File: src/rtl/shifter_seq_pkg.sv
// ============================================================================
// Module      : shifter_seq_pkg
// Description : Shared defaults and FSM state encoding for the sequential
//               shifter.
// Revision    : 1.0 - initial release
// ============================================================================
`default_nettype none

package shifter_seq_pkg;

  localparam int c_width_default = 32;

  typedef enum logic [0:0] {
    ST_IDLE  = 1'b0,
    ST_SHIFT = 1'b1
  } state_t;

endpackage

`default_nettype wire

File: src/rtl/shifter_seq_step.sv
// ============================================================================
// Module      : shifter_seq_step
// Description : Combinational single-bit shift/rotate step.
//               Rotate input exists only with SHIFTER_SEQ_ROTATE_EN.
// Revision    : 1.0 - initial release
// ============================================================================
`default_nettype none

module shifter_seq_step
  import shifter_seq_pkg::*;
#(
  parameter int WIDTH = c_width_default
) (
  input  logic             dir,
  input  logic             arith,
`ifdef SHIFTER_SEQ_ROTATE_EN
  input  logic             rot,
`endif
  input  logic [WIDTH-1:0] data,
  output logic [WIDTH-1:0] stepped
);

  logic w_fill;

  always_comb begin
    w_fill = arith & data[WIDTH-1];
    if (dir) begin
      stepped = {w_fill, data[WIDTH-1:1]};
    end else begin
      stepped = {data[WIDTH-2:0], 1'b0};
    end
`ifdef SHIFTER_SEQ_ROTATE_EN
    // Rotation overrides the fill choice entirely.
    if (rot) begin
      if (dir) begin
        stepped = {data[0], data[WIDTH-1:1]};
      end else begin
        stepped = {data[WIDTH-2:0], data[WIDTH-1]};
      end
    end
`endif
  end

endmodule

`default_nettype wire

File: src/rtl/shifter_seq.sv
// ============================================================================
// Module      : shifter_seq
// Description : Multi-cycle shifter, one bit per clock; optional rotate mode
//               enabled by macro SHIFTER_SEQ_ROTATE_EN.
// Revision    : 1.0 - initial release
// ============================================================================
`default_nettype none

module shifter_seq
  import shifter_seq_pkg::*;
#(
  parameter int WIDTH   = c_width_default,
  parameter int SHAMT_W = $clog2(WIDTH)
) (
  input  logic               clk,
  input  logic               rst,
  input  logic               start,
  input  logic               sh_dir,
  input  logic               sh_arith,
`ifdef SHIFTER_SEQ_ROTATE_EN
  input  logic               sh_rot,
`endif
  input  logic [SHAMT_W-1:0] sh_amt,
  input  logic [WIDTH-1:0]   d_in,
  output logic               busy,
  output logic               done,
  output logic [WIDTH-1:0]   d_out
);

  state_t             r_state;
  state_t             w_state_nxt;
  logic [WIDTH-1:0]   r_work;
  logic [WIDTH-1:0]   w_work_step;
  logic [SHAMT_W-1:0] r_cnt;
  logic               r_dir;
  logic               r_arith;
  logic [WIDTH-1:0]   r_dout;
  logic               r_done;
  logic               w_cnt_zero;
`ifdef SHIFTER_SEQ_ROTATE_EN
  logic               r_rot;
`endif

  assign w_cnt_zero = (r_cnt == '0);

  shifter_seq_step #(
    .WIDTH (WIDTH)
  ) u_step (
    .dir     (r_dir),
    .arith   (r_arith),
`ifdef SHIFTER_SEQ_ROTATE_EN
    .rot     (r_rot),
`endif
    .data    (r_work),
    .stepped (w_work_step)
  );

  always_ff @(posedge clk) begin
    if (rst) begin
      r_state <= ST_IDLE;
    end else begin
      r_state <= w_state_nxt;
    end
  end

  always_comb begin
    w_state_nxt = r_state;
    case (r_state)
      ST_IDLE:  if (start)      w_state_nxt = ST_SHIFT;
      ST_SHIFT: if (w_cnt_zero) w_state_nxt = ST_IDLE;
      default:                  w_state_nxt = ST_IDLE;
    endcase
  end

  // Operands and mode are captured once at acceptance, so later input
  // changes cannot disturb an operation in flight.
  always_ff @(posedge clk) begin
    if (rst) begin
      r_work  <= '0;
      r_cnt   <= '0;
      r_dir   <= 1'b0;
      r_arith <= 1'b0;
      r_dout  <= '0;
      r_done  <= 1'b0;
`ifdef SHIFTER_SEQ_ROTATE_EN
      r_rot   <= 1'b0;
`endif
    end else begin
      r_done <= 1'b0;
      case (r_state)
        ST_IDLE: begin
          if (start) begin
            r_work  <= d_in;
            r_cnt   <= sh_amt;
            r_dir   <= sh_dir;
            r_arith <= sh_arith;
`ifdef SHIFTER_SEQ_ROTATE_EN
            r_rot   <= sh_rot;
`endif
          end
        end
        ST_SHIFT: begin
          if (!w_cnt_zero) begin
            r_work <= w_work_step;
            r_cnt  <= r_cnt - 1'b1;
          end else begin
            r_dout <= r_work;
            r_done <= 1'b1;
          end
        end
        default: ;
      endcase
    end
  end

  assign busy  = (r_state == ST_SHIFT);
  assign done  = r_done;
  assign d_out = r_dout;

endmodule

`default_nettype wire

File: config.mk
export PLATFORM = sky130hd
export DESIGN_NAME = shifter_seq
export DESIGN_NICKNAME = d
export VERILOG_FILES = /design/src/rtl/shifter_seq_pkg.sv /design/src/rtl/shifter_seq_step.sv /design/src/rtl/shifter_seq.sv
export SDC_FILE = /design/constraint.sdc
export NUM_CORES = 1
export LEC_CHECK = 0
export CORE_MARGIN = 4
export CORE_UTILIZATION = 50
export DETAILED_ROUTE_END_ITERATION = 7
export MAX_ROUTING_LAYER = met4
export PLACE_DENSITY = 0.78
export REMOVE_ABC_BUFFERS = 1
export SLEW_MARGIN = 20
export SYNTH_ARGS = -nofsm -noshare
export SYNTH_HDL_FRONTEND = slang
export SYNTH_HIERARCHICAL = 1
export SYNTH_SLANG_ARGS = --single-unit
File: constraint.sdc
create_clock -name clk -period 2.35 [get_ports clk]
set_clock_uncertainty 0.2 [all_clocks]
set_input_delay 0.47 -clock clk [delete_from_list [all_inputs] [get_ports clk]]
set_output_delay 0.47 -clock clk [all_outputs]
set_load 0.02 [all_outputs]
==> summary.txt <==
Run status
  • Outcome: complete, no violations

Timing
  • Max-slew violations: 0
  • Endpoints failing hold: 0
  • Max Fclk: ~460 MHz
  • RSZ-0062 raised after global routing: no
  • Fin crit share: 93.0%
  • Minimum clock period after layout: between 2 and 2.5 ns
  • Worst-margin pin slew: around 0.47 ns
  • Final setup fails: 0
  • Relative slew slack: 68.4%

Routing
  • Post-route ant nets: 0
  • Pre-Repair DR Iteration Count: 4
  • Via count: 3552
  • DRC: 0
  • Routed len/inst: around 16 µm
  • DRT Wirelength: approximately 10000 µm
  • Vias/cell: roughly 5.9
  • Iter 0 DRT Violations: between 200 and 250

Pwr
  • P_leak: about 1.6 nW
  • Internal power: ~2.5 mW
  • P_sw: about 1.1 mW
  • Clock power share: 33.6%
  • Combinational power share: between 20% and 30%
  • Flop pwr share: ~40%
  • Power Density: ~750 nW/µm²
  • Switching Share: 31.4%
  • Maximum vdd ir drop: ~470 µV

Floorplanning
  • Die area: between 9000 and 10000 µm²
  • Initial cell density of the core: about 52%
  • Die height: slightly below 100 µm
  • IO Pins: 76
  • Row Count: 31
  • CORE AREA: between 7000 and 8000 µm²
  • Die W: 96.0 µm

Logic synthesis
  • EDFF count, synth: 0
  • Netlist Area Pre-Place: 3870 µm²
  • Syn. warnings: 6
  • Seq cells post-synth: 73
  • Syn avg cell area: about 8.6 µm²
  • Post-synth cell types: 29
  • Mapped Cells: about 450
  • Seq/Total Area, Yosys: around 38%
  • Post-synthesis async set-or-reset flop share: 0%
  • Top FF cell, synth: dfxtp_1

Clock network
  • H-tree depth: 3
  • Hold-fix buffers, CTS: 0
  • CTS Sinks: 73
  • Post-CTS Setup Inserts: 0
  • Clk slew on worst S/H paths: roughly 0.08 ns
  • CTS tree: built
  • CTS max path bufs: 2
  • # resized after CTS: 0
  • TritonCTS Buffers: 9
  • Clk Latency, worst-skew pair: ~0.35 ns
  • Root Buffer: clkbuf_8

Global route
  • Vias in the first global route: 3245
  • Global Route Usage Sum: between 20% and 30%
  • Initial antenna violation count: 0
  • Gr ovfl total: 0
  • First-pass GRT wire length: 16100 µm
  • Largest net degree at the start of global routing: between 100 and 150

Setup path
  • Crit-path slowest cell: or4b_2
  • Setup CP Type: reg -> reg
  • Cell Chain, Critical Path: inv_1, ha_1, or4b_2, buf_6, o21ai_0, a21oi_1
  • Req. time, crit path: 2.38 ns
  • Crit-path max cell delay: ~0.63 ns
  • Arrival time of the worst setup path: around 2.2 ns
  • Worst Path Buf+Inv: 2
  • Critical Path End Type: flop
  • Top delay family on crit path: simple AND/OR/NAND/NOR gates
  • Startpoint type of the worst setup path: flop
  • CP max FO: 48

Layout
  • Layout area overhead: 25.4%
  • Final net count: roughly 540
  • Post-layout util: approximately two thirds
  • Layout cells sized above 1: between 10 and 15%
  • Final std cells w/o fill: approximately 610
  • Filler cell count: 619
  • N_diodes: 0

Placement
  • Post-DP HPWL: between 6000 and 7000 µm
  • Port-buffer cells: between 70 and 80
  • Cell Count Post-Placement: 589
  • GP Congestion: around 0.76

Min path
  • Type of the most critical hold path: reg -> reg

Run
  • Max_cap viols: 0
cell usage in the layout, fill, tap and decap left out, types with 2 or more instances in the layout:
cell             Yosys  final
clkdlybuf4s50_1      0     73
dfxtp_1             73     71
nand2_1             66     66
nand3_1             38     38
nor2b_1             35     35
a211oi_1            33     33
a21oi_1             33     33
a311oi_1            32     32
mux2_4              27     27
o21ai_0             22     22
o21ai_1             12     12
buf_4                0     11
clkbuf_8             0     10
inv_1                6      6
a31oi_1              4      4
nor2_1               3      3
a22oi_1              3      3
bufinv_16            0      3
mux2_2               3      3
nor3_1               2      2
mux2i_1              2      2
buf_2               11      2
buf_12               2      2
synthesized netlist by cell type (2+ instances only):
cell      instances  area share, %
nor3_1            2           0.26
buf_6             5            1.5
buf_2            11            1.4
dfxtp_1          73             38
nor2b_1          35            5.7
o21ai_0          22            2.8
nand3_1          38            4.9
mux2_4           27             10
inv_1             6           0.58
o21ai_1          12            1.6
a31oi_1           4           0.65
nor2_1            3           0.29
a311oi_1         32            7.2
clkbuf_1         31            3.0
a22oi_1           3           0.58
a211oi_1         33            6.4
nand2_1          66            6.4
mux2i_1           2           0.52
mux2_2            3           0.87
buf_12            2            1.0
a21oi_1          33            4.3
state kept, by name (all words and copies together) (netlist names):
signal / count
busy: 1
d_out: 32
done: 1
r_arith: 1
r_cnt: 5
r_dir: 1
r_work: 32
kinds of logic (layout without fill, tap and decap cells):
group,count (synthesis),in the layout,share of synthesized area (%)
simple gates,148,148,18.5
flops,73,73,37.7
buf+inv,56,111,7.59
fa+ha+maj,1,1,0.323
compound gates,141,141,24.0
mux,32,32,11.9
through the flow:
stage / hold WS (ns) / instance area, µm² / setup TNS, ns / worst slack (ns) / power, mW
global placement: 0.263 / 4610 / 0 / 0.194 / 2.40
finish: 0.281 / 4860 / 0 / 0.164 / 3.63
CTS: 0.285 / 4850 / 0 / 0.102 / 3.63
floorplan: 0.257 / 3600 / -117.35 / -1.70 / 2.04
detailed placement: 0.270 / 4610 / 0 / 0.0995 / 2.42
global route: 0.299 / 4860 / 0 / 0.0462 / 3.80
power by group through the flow:
stage	Clock, mW	Sequential (mW)	Combinational, mW
final	1.22	1.46	0.946
after global routing	1.29	1.48	1.03
after CTS	1.23	1.46	0.939
after detailed placement	0	1.49	0.932
after global placement	0	1.48	0.913
after floorplan	0	1.53	0.509
routing by layer:
layer | global-route usage [%] | wire, µm
met1 | 31.4 | 4620
met2 | 33.3 | 4730
met3 | 3.36 | 470
met4 | 7.70 | 137
met5 | - | 0
area by class of cell:
cell class / instances / area [µm²] / share of cell area, %
clock inverter: 5 / 103 / 2.11
timing repair buffer: 89 / 875 / 18.0
clock buffer: 11 / 141 / 2.91
sequential: 73 / 1470 / 30.2
inverter: 6 / 22.5 / 0.464
multi-input combinational: 322 / 2130 / 43.8
tap: 99 / 124 / 2.55
worst min-delay path: stages, from the launching register on:
cell and delay [ns]:
dfxtp_1 0.31, o21ai_0 0.06, a21oi_1 0.06
worst paths after layout:
path	slack, ns	end	depth (start not counted)	startpoint
max	0.16	d_out[15]	6	r_cnt[0]
min	0.28	d_out[14]	2	d_out[14]
max reg2reg	0.16	d_out[15]	6	r_cnt[0]
min reg2reg	0.28	d_out[14]	2	d_out[14]
Power figures use the tool's default switching activity.
